===== src/rtl/conf_pkg.sv =====
// Shared configuration for the fall-in dispatch stage: bucket count, key width,
// bucket capacity and the types derived from them.
package conf_pkg;

  localparam int BUFFER_DEPTH = 4;
  localparam int DATA_WIDTH   = 16;
  localparam int BUCKET_CAP   = 16;

  localparam int PTR_WIDTH   = (BUFFER_DEPTH > 1) ? $clog2(BUFFER_DEPTH) : 1;
  localparam int COUNT_WIDTH = $clog2(BUCKET_CAP + 1);

  typedef logic [PTR_WIDTH-1:0]   buffer_pointer_t;
  typedef logic [DATA_WIDTH-1:0]  data_t;
  typedef logic [COUNT_WIDTH-1:0] count_t;

  // Contents of the output register.
  typedef struct packed {
    data_t           data;
    buffer_pointer_t index;
    logic            miss;
  } result_t;

  // A bucket is live only when its bounds form a non-empty unsigned interval.
  function automatic logic range_enabled(input data_t lo, input data_t hi);
    return (lo <= hi);
  endfunction

endpackage


===== src/rtl/range_compare.sv =====
// Parallel range check of one key against every bucket, producing the fall_in
// vector (enabled, inside [lo,hi] inclusive, and not full).
module range_compare
  import conf_pkg::*;
(
  input  data_t                      key,
  input  data_t [BUFFER_DEPTH-1:0]   lo,
  input  data_t [BUFFER_DEPTH-1:0]   hi,
  input  logic  [BUFFER_DEPTH-1:0]   enabled,
  input  logic  [BUFFER_DEPTH-1:0]   full,
  output logic  [BUFFER_DEPTH-1:0]   fall_in
);

  genvar gi;
  generate
    for (gi = 0; gi < BUFFER_DEPTH; gi++) begin : g_cmp
      logic above_lo;
      logic below_hi;

      assign above_lo    = (key >= lo[gi]);
      assign below_hi    = (key <= hi[gi]);
      assign fall_in[gi] = enabled[gi] & above_lo & below_hi & ~full[gi];
    end
  endgenerate

endmodule


===== src/rtl/fall_in_dispatch.sv =====
// Registered dispatch stage: classifies each key into the lowest-indexed eligible
// bucket, tracks per-bucket occupancy and never routes a key to a full bucket.
module fall_in_dispatch
  import conf_pkg::*;
#(
  parameter int CAP = BUCKET_CAP
) (
  input  logic                    clk,
  input  logic                    rst_n,
  input  logic                    cfg_we,
  input  buffer_pointer_t         cfg_idx,
  input  data_t                   cfg_lo,
  input  data_t                   cfg_hi,
  input  logic                    flush,
  input  logic                    in_valid,
  output logic                    in_ready,
  input  data_t                   in_data,
  output logic                    out_valid,
  input  logic                    out_ready,
  output data_t                   out_data,
  output buffer_pointer_t         out_index,
  output logic                    out_miss,
  input  logic                    drain_valid,
  input  buffer_pointer_t         drain_idx,
  output logic [BUFFER_DEPTH-1:0] bucket_full
);

  localparam int CNT_W = $clog2(CAP + 1);
  localparam logic [CNT_W-1:0] CAP_C = CNT_W'(CAP);

  data_t [BUFFER_DEPTH-1:0] lo_arr;
  data_t [BUFFER_DEPTH-1:0] hi_arr;
  logic  [BUFFER_DEPTH-1:0] enabled;
  logic  [BUFFER_DEPTH-1:0] full;
  logic  [BUFFER_DEPTH-1:0] fall_in;

  buffer_pointer_t sel_idx;
  logic            sel_hit;
  logic            accept;
  result_t         out_reg;
  logic            out_valid_reg;

  assign in_ready = rst_n & ~cfg_we & ~flush & (~out_valid_reg | out_ready);
  assign accept   = in_valid & in_ready;

  genvar gi;
  generate
    for (gi = 0; gi < BUFFER_DEPTH; gi++) begin : g_bucket
      data_t            lo_reg;
      data_t            hi_reg;
      logic [CNT_W-1:0] count_reg;
      logic             inc;
      logic             dec;

      // Bounds reset to an empty interval so every bucket starts disabled.
      always_ff @(posedge clk or negedge rst_n) begin
        if (!rst_n) begin
          lo_reg <= '1;
          hi_reg <= '0;
        end else if (cfg_we && (cfg_idx == buffer_pointer_t'(gi))) begin
          lo_reg <= cfg_lo;
          hi_reg <= cfg_hi;
        end
      end

      // Accept reserves a slot at once; a drain on an empty bucket is dropped.
      assign inc = accept & sel_hit & (sel_idx == buffer_pointer_t'(gi));
      assign dec = drain_valid & (drain_idx == buffer_pointer_t'(gi)) & (count_reg != '0);

      always_ff @(posedge clk or negedge rst_n) begin
        if (!rst_n) begin
          count_reg <= '0;
        end else if (flush) begin
          count_reg <= '0;
        end else if (inc && !dec) begin
          count_reg <= count_reg + CNT_W'(1);
        end else if (dec && !inc) begin
          count_reg <= count_reg - CNT_W'(1);
        end
      end

      assign lo_arr[gi]  = lo_reg;
      assign hi_arr[gi]  = hi_reg;
      assign enabled[gi] = range_enabled(lo_reg, hi_reg);
      assign full[gi]    = (count_reg == CAP_C);
    end
  endgenerate

  range_compare u_range_compare (
    .key     (in_data),
    .lo      (lo_arr),
    .hi      (hi_arr),
    .enabled (enabled),
    .full    (full),
    .fall_in (fall_in)
  );

  // Descending scan so the lowest set bit is the one left standing.
  always_comb begin
    sel_idx = '0;
    sel_hit = 1'b0;
    for (int j = BUFFER_DEPTH - 1; j >= 0; j--) begin
      if (fall_in[j]) begin
        sel_idx = buffer_pointer_t'(j);
        sel_hit = 1'b1;
      end
    end
  end

  always_ff @(posedge clk or negedge rst_n) begin
    if (!rst_n) begin
      out_valid_reg <= 1'b0;
      out_reg       <= '0;
    end else if (flush) begin
      out_valid_reg <= 1'b0;
    end else if (accept) begin
      out_valid_reg <= 1'b1;
      out_reg.data  <= in_data;
      out_reg.index <= sel_hit ? sel_idx : '0;
      out_reg.miss  <= ~sel_hit;
    end else if (out_ready) begin
      out_valid_reg <= 1'b0;
    end
  end

  assign out_valid   = out_valid_reg;
  assign out_data    = out_reg.data;
  assign out_index   = out_reg.index;
  assign out_miss    = out_reg.miss;
  assign bucket_full = full;

endmodule


===== config.mk =====
export PLATFORM = sky130hd
export DESIGN_NAME = fall_in_dispatch
export DESIGN_NICKNAME = d
export VERILOG_FILES = /design/src/rtl/conf_pkg.sv /design/src/rtl/range_compare.sv /design/src/rtl/fall_in_dispatch.sv
export SDC_FILE = /design/constraint.sdc
export NUM_CORES = 1
export LEC_CHECK = 0
export BUFFER_PORTS_ARGS = -buffer_cell sky130_fd_sc_hd__buf_2
export CAP_MARGIN = 15
export CORE_ASPECT_RATIO = 0.8
export CORE_MARGIN = 2
export CORE_UTILIZATION = 54
export DETAILED_ROUTE_END_ITERATION = 16
export PLACE_DENSITY = 0.73
export SLEW_MARGIN = 40
export SYNTH_ARGS = -nofsm -noshare
export SYNTH_HDL_FRONTEND = slang
export SYNTH_HIERARCHICAL = 1
export SYNTH_SLANG_ARGS = --single-unit

===== constraint.sdc =====
create_clock -name clk -period 5.8 [get_ports clk]
set_clock_uncertainty 0.05 [all_clocks]
set_input_delay 0.87 -clock clk [delete_from_list [all_inputs] [get_ports clk]]
set_output_delay 0.87 -clock clk [all_outputs]
set_load 0.01 [all_outputs]

==> run metrics, run 1 <==
CP startpoint kind input pin; crit-path most repeated cell nor3b_1; unrepaired setup endpoints after global routing no; Synth Warn # 6; RD Place Congestion 0.9032; Arr. time, crit path 5530 ps; die area 23350 µm²; TNS Setup 0 ps; Syn Area/Cell 9.976 µm²; fmax 189.9 MHz; Die Span X 170.3 µm; hpwl dp 23480 µm; crit path kind in -> reg; worst endpoint required time 6060 ps; Core Area 21620 µm²; number of synthesized register bits 168; Nets 1556; initial antenna violation count 1; largest net degree at the start of global routing 77; Die Y-Extent 137.1 µm; worst min path class in -> async; PwrDens 312.6 nW/µm²; crit share post-route 90.80%; antenna-violating nets left 0; DRT Pass-1 Iters 6; commonest non-fill, non-tap cell in the layout ha_1; largest family of logic cells by synthesized area adder cells; Final Hold Viols 0; Starting Density 55.28%; most frequent cells in the layout 208 x ha_1, 200 x inv_1, 112 x mux2_2, 110 x nand2_1, 104 x dfrtp_1; Leak Pwr 0.006642 µW; clock slew seen by the registers of the worst setup and hold paths 70 ps; register area share after synthesis 35.85%; layout cells sized above 1 24.96%; cts bufs inserted 17; post-placement setup slack 183.7 ps; EDFF count, synth 0; I/O pin count 84; adder and majority gate portion of the synthesized area 22.45%; mapped cell area 11950 µm²; level count of the clock H-tree 4; Slew Limit Fails 0; synthesis-to-layout area growth 11.09%; Synth Area in Compound Gates 10.71%; row cnt 48; Via-to-Cell Ratio 5.809; Final setup viols 0; Max clock buf depth 2; grt ovf 0; Critical Path End Type flip-flop; simple-gate area share of the yosys netlist 11.20%; PortBufs 83; Synth async-reset ratio 100.0%; CTS tree built; crit-path max cell delay 660 ps; mux share of post-synthesis cell area 11.53%; First DRT Iteration DRCs 659; Final Worst Setup Slack 533.5 ps; Synth Flop Type dfrtp_1; Synthesized Nets 1469; ANT cells 0; maximum VDD drop 213.2 µV; Worst Tran Pin Value 730.7 ps; Period minus WS final 5266 ps; vias in the first global route 8960; first-pass GRT wire length 49490 µm; CTS root buf clkbuf_16; Total Wirelength 31270 µm; synth unique cells 61; DR vias 9137; GRT Util Overall 28.24%; Resize count post-CTS 0; status completed; crit-path cells buf_2, inv_1, ha_1, nand2b_1, a2111oi_0, o31ai_1, a31oi_1, a2111oi_2, or3b_2, nor3_2, nand2_1, fa_1, a21o_1, a21oi_1, nor3b_1, o21ai_0, nor3b_1; average wire per cell in the routed design 19.88 µm; post-route DRC violation count 0; Synth Instances 1198; max-cap violations 0; XOR/XNOR Fraction of Synth Area 1.298%; worst relative slew slack 50.87%; Post-CTS Repair Setup Buffers 0; Critical Path Fanout Max 8; Clk Latency, worst-skew pair 440 ps; total power 4150 µW; CTS Sinks 168; post-cts hold buffer count 0; slowest stage cell, crit path o31ai_1
[worst max-delay path, delay by kind of cell]
kind | cells | cell delay (ps)
buffers and inverters | 2 | 280
adders and majority gates | 2 | 800
and+or+nand+nor | 6 | 1430
AOI/OAI and AO/OA | 7 | 2140
[worst paths after layout]
| kind | from | to | slack [ps] | depth (start not counted) |
|---|---|---|---|---|
| max reg2reg | g_bucket[2].lo_reg[5] | g_bucket[2].count_reg[4] | 740 | 15 |
| min in group clk | out_data[11] | out_data[11] | 420 | 2 |
| max in group asynchronous | rst_n | g_bucket[3].hi_reg[4] | 4240 | 2 |
| min | rst_n | g_bucket[2].hi_reg[10] | 360 | 1 |
| min reg2reg | out_data[11] | out_data[11] | 420 | 2 |
| max | in_data[0] | g_bucket[2].count_reg[4] | 530 | 17 |
[layer usage]
layer,wire [µm],vias up,track usage (%)
li1,-,4361,-
met1,14630,4444,40.33
met2,13950,282,44.29
met3,2000,50,4.251
met4,687,0,8.879
met5,0,-,0
[synthesized netlist by cell type (all sizes together) (8+ instances only)]
| library cell | number | share of area, % |
|---|---|---|
| ha | 208 | 22 |
| inv | 200 | 6.3 |
| mux2 | 114 | 11 |
| nand2 | 111 | 3.5 |
| dfrtp | 104 | 22 |
| a21oi | 74 | 3.1 |
| dfstp | 64 | 14 |
| nor2 | 41 | 1.3 |
| o21ai | 39 | 1.6 |
| nand4 | 32 | 1.7 |
| nand3 | 24 | 1.0 |
| clkbuf | 18 | 0.57 |
| a21o | 16 | 1.0 |
| xnor2 | 12 | 1.0 |
| a2111oi | 11 | 1.1 |
| nor2b | 10 | 0.52 |
| o211ai | 10 | 0.63 |
| mux2i | 9 | 0.75 |
| nor3 | 8 | 0.42 |
| or4 | 8 | 0.63 |
[power breakdown]
| part | switching (µW) | leakage (µW) | total, µW | internal (µW) |
|---|---|---|---|---|
| Sequential | 176 | 0.00197 | 1620 | 1440 |
| Combinational | 787 | 0.00440 | 1400 | 614 |
| Clock | 531 | 0.000269 | 1130 | 600 |
[layout make-up]
class / count / area (µm²)
Clock buffer: 17 / 425.4
Clock inverter: 15 / 142.6
Fill cell: 1828 / 8344
Inverter: 200 / 750.7
Multi-Input combinational cell: 808 / 6852
Sequential cell: 168 / 4284
Tap cell: 275 / 344.1
Timing Repair Buffer: 90 / 478.0
[through the flow]
| step | util (%) | std cells | cell area (µm²) | hold WS [ps] |
|---|---|---|---|---|
| final | 61.41 | 1573 | 13280 | 358.6 |
| after global routing | 61.41 | 1573 | 13280 | 379.9 |
| after CTS | 61.41 | 1573 | 13280 | 361.5 |
| after detailed placement | 58.78 | 1541 | 12710 | 407.4 |
| after global placement | 58.73 | 1541 | 12700 | 403.6 |
| after floorplan | - | 1198 | 11950 | 441.2 |
[cells by family after synthesis]
group                      after synthesis
and+or+nand+nor                        264
xor gates and xnor gates                16
adders and majority gates              212
buffers and inverters                  222
muxes                                  123
DFF                                    168
AOI/OAI and AO/OA                      193
Note: power is estimated with default switching activity, not from simulation.
==> run 2, diff against run 1 <==
MAX_ROUTING_LAYER = met4   (was unset)
SYNTH_HIERARCHICAL = unset   (was 1)
clock period = 6.7 ns   (was 5.8 ns; I/O delays follow)
==> run 2 against run 1 <==
  * Area after synthesis fell by 1.7%
  * Global-route usage increased by 0.77 points
  * Hold slack gained 60 ps
  * Synthesized cell count shrank 1.7%
  * Critical path depth is 1 higher
  * Via count about the same
  * Flip-flop and latch count unchanged
  * First-iteration DRC count rose by 15%
  * Critical endpoint is now g_bucket[3].count_reg[4]
  * Largest cell class unchanged
==> run metrics, run 2 <==
maximum VDD drop 134.6 µV (-37%); initial antenna violation count 3 (+2); Core Area 21440 µm² (-0.83%); antenna-violating nets left 0 (unchanged); synth unique cells 63 (+3.3%); hpwl dp 24060 µm (+2.5%); Period minus WS final 5083 ps; row cnt 48 (unchanged); Synth Instances 1178 (-1.7%); EDFF count, synth 0 (unchanged); most numerous cell in the Yosys netlist ha_1; Via-to-Cell Ratio 5.877 (+1.2%); adder and majority gate portion of the synthesized area 22.41% (-0.039 points); vias in the first global route 8931 (-0.32%); Final setup viols 0 (unchanged); level count of the clock H-tree 4 (unchanged); worst endpoint required time 6950 ps (+890 ps); Arr. time, crit path 5330 ps (-200 ps); crit path kind in -> reg; Synth Warn # 0 (-6); layout cells sized above 1 23.96% (-1.0 points); Max clock buf depth 2 (unchanged); Die Y-Extent 135.9 µm (-0.83%); first-pass GRT wire length 49180 µm (-0.64%); total power 3524 µW (-15%); Total Wirelength 30930 µm (-1.1%); mapped cell area 11750 µm² (-1.7%); mux share of post-synthesis cell area 10.28% (-1.2 points); Synth async-reset ratio 100.0% (unchanged); CTS tree built; max-cap violations 0 (unchanged); I/O pin count 84 (unchanged); Final Hold Viols 0 (unchanged); largest family of logic cells by synthesized area adder cells; Starting Density 54.80% (-0.48 points); die area 22960 µm² (-1.7%); largest net degree at the start of global routing 66 (-14%); Die Span X 168.9 µm (-0.83%); post-route DRC violation count 0 (unchanged); TNS Setup 0 ps (unchanged); Fin Hold WS 418.7 ps (+60.11 ps); top post-synthesis cells by area dfrtp_1 22%, ha_1 22%, dfstp_2 14%; Post-CTS Repair Setup Buffers 0 (unchanged); PwrDens 270.1 nW/µm² (-14%); register area 4284 µm² (unchanged); GRT Util Overall 29.01% (+0.77 points); Slew Limit Fails 0 (unchanged); commonest non-fill, non-tap cell in the layout ha_1; average wire per cell in the routed design 19.91 µm (+0.14%); simple-gate area share of the yosys netlist 12.67% (+1.5 points); list of most frequent post-synthesis cells 204 x ha_1, 141 x inv_1, 117 x nand2_1; post-cts hold buffer count 0 (unchanged); Synth Area in Compound Gates 11.98% (+1.3 points); CTS root buf clkbuf_16; multi-input combinational cell area 6868 µm² (+0.24%); XOR/XNOR Fraction of Synth Area 0.9585% (-0.34 points); Synthesized Nets 1445 (-1.6%); DR vias 9133 (-0.044%); First DRT Iteration DRCs 757 (+15%); most frequent cells in the layout 204 x ha_1, 141 x inv_1, 117 x nand2_1, 104 x dfrtp_1, 101 x mux2_2; Synth Flop Type dfrtp_1; unrepaired setup endpoints after global routing no; RD Place Congestion 0.9704 (+7.4%); worst relative slew slack 40.01% (-11 points); reg2reg path depth 17 (+2); number of synthesized register bits 168 (unchanged); Resize count post-CTS 0 (unchanged); grt ovf 0 (unchanged); fillers 1797 (-1.7%); worst min path class reg -> reg; Hold Crit Depth 2; PortBufs 83 (unchanged); area leader, netlist dfrtp_1; Worst Tran Pin Value 877.2 ps (+146.4 ps); Critical Path Fanout Max 9 (+1); Clk Latency, worst-skew pair 440 ps (about the same); Critical Path End Type flip-flop; Leak Pwr 0.006405 µW (-3.6%); register area share after synthesis 36.46% (+0.62 points); cts bufs inserted 17 (unchanged); crit share post-route 75.87%; share of the synthesized area in the top cell type 22.15% (+0.38 points); DRT Pass-1 Iters 7 (+1); Syn Area/Cell 9.973 µm² (about the same); status completed; Nets 1531 (-1.6%); CTS Sinks 168 (unchanged); synthesis-to-layout area growth 11.02% (about the same); fmax 196.7 MHz; CP startpoint kind input pin; clock slew seen by the registers of the worst setup and hold paths 70 ps (about the same)
[run 2: stage by stage]
stage / utilization [%] / area [µm²] / cells / setup WS [ps]
floorplan: - / 11750 / 1178 / 2005
global placement: 58.24 / 12490 / 1520 / 1370
detailed placement: 58.28 / 12500 / 1520 / 1329
CTS: 60.80 / 13040 / 1552 / 1782
global route: 60.84 / 13040 / 1554 / 1449
finish: 60.84 / 13040 / 1554 / 1617
[run 2: worst paths after layout]
kind                                       endpoint  slack (ps)                    from
hold / removal                         out_data[12]         420            out_data[12]
hold reg to reg                        out_data[12]         420            out_data[12]
max in group asynchronous    g_bucket[3].lo_reg[15]        5050                   rst_n
setup / recovery           g_bucket[3].count_reg[4]        1620              in_data[0]
setup reg to reg           g_bucket[2].count_reg[4]        2040  g_bucket[2].lo_reg[11]
min in group asynchronous               out_data[9]         480                   rst_n
[run 2: report_power, final]
group	switching, µW	internal (µW)	leakage [µW]
logic	716	524	0.00417
registers	121	1250	0.00197
clock network	430	487	0.000269
total	1270	2260	0.00640
[run 2: routing by layer]
metal / part of all wire [%] / track usage [%] / vias up
li1: - / - / 4385
met1: 49 / 42.23 / 4472
met2: 44 / 42.71 / 248
met3: 6.4 / 4.425 / 28
met4: 1.3 / 6.609 / 0
met5: 0 / - / -
[run 2: cell type report]
class | count | share of cell area [%]
multi-input cells | 846 | 52.65
flip-flops and latches | 168 | 32.84
inverters | 142 | 4.086
repair buffers | 89 | 3.607
clock buffers | 19 | 3.396
well taps | 275 | 2.638
clock inverters | 13 | 0.7386
diodes | 2 | 0.03837
[run 2: worst max-delay path, cell delays in order]
cell	delay [ps]
buf_2	100
inv_1	270
ha_1	290
nand2b_1	140
a2111oi_0	800
o311ai_1	210
o32ai_1	200
or4b_4	220
nor3b_2	350
and4_4	330
inv_2	90
fa_1	410
a21o_1	200
a21oi_1	200
nand2_1	80
a31oi_1	190
o21ai_1	90
nor3b_1	130
[run 2: cell families (layout without fill, tap and decap cells)]
group                    count (synthesis)  count (layout)
multiplexers                           108             108
other                                    0               2
flip-flops                             168             168
buffers and inverters                  164             263
AO/OA/AOI/OAI                          228             228
adder cells (fa/ha/maj)                208             208
AND/OR/NAND/NOR                        290             290
XOR/XNOR                                12              12
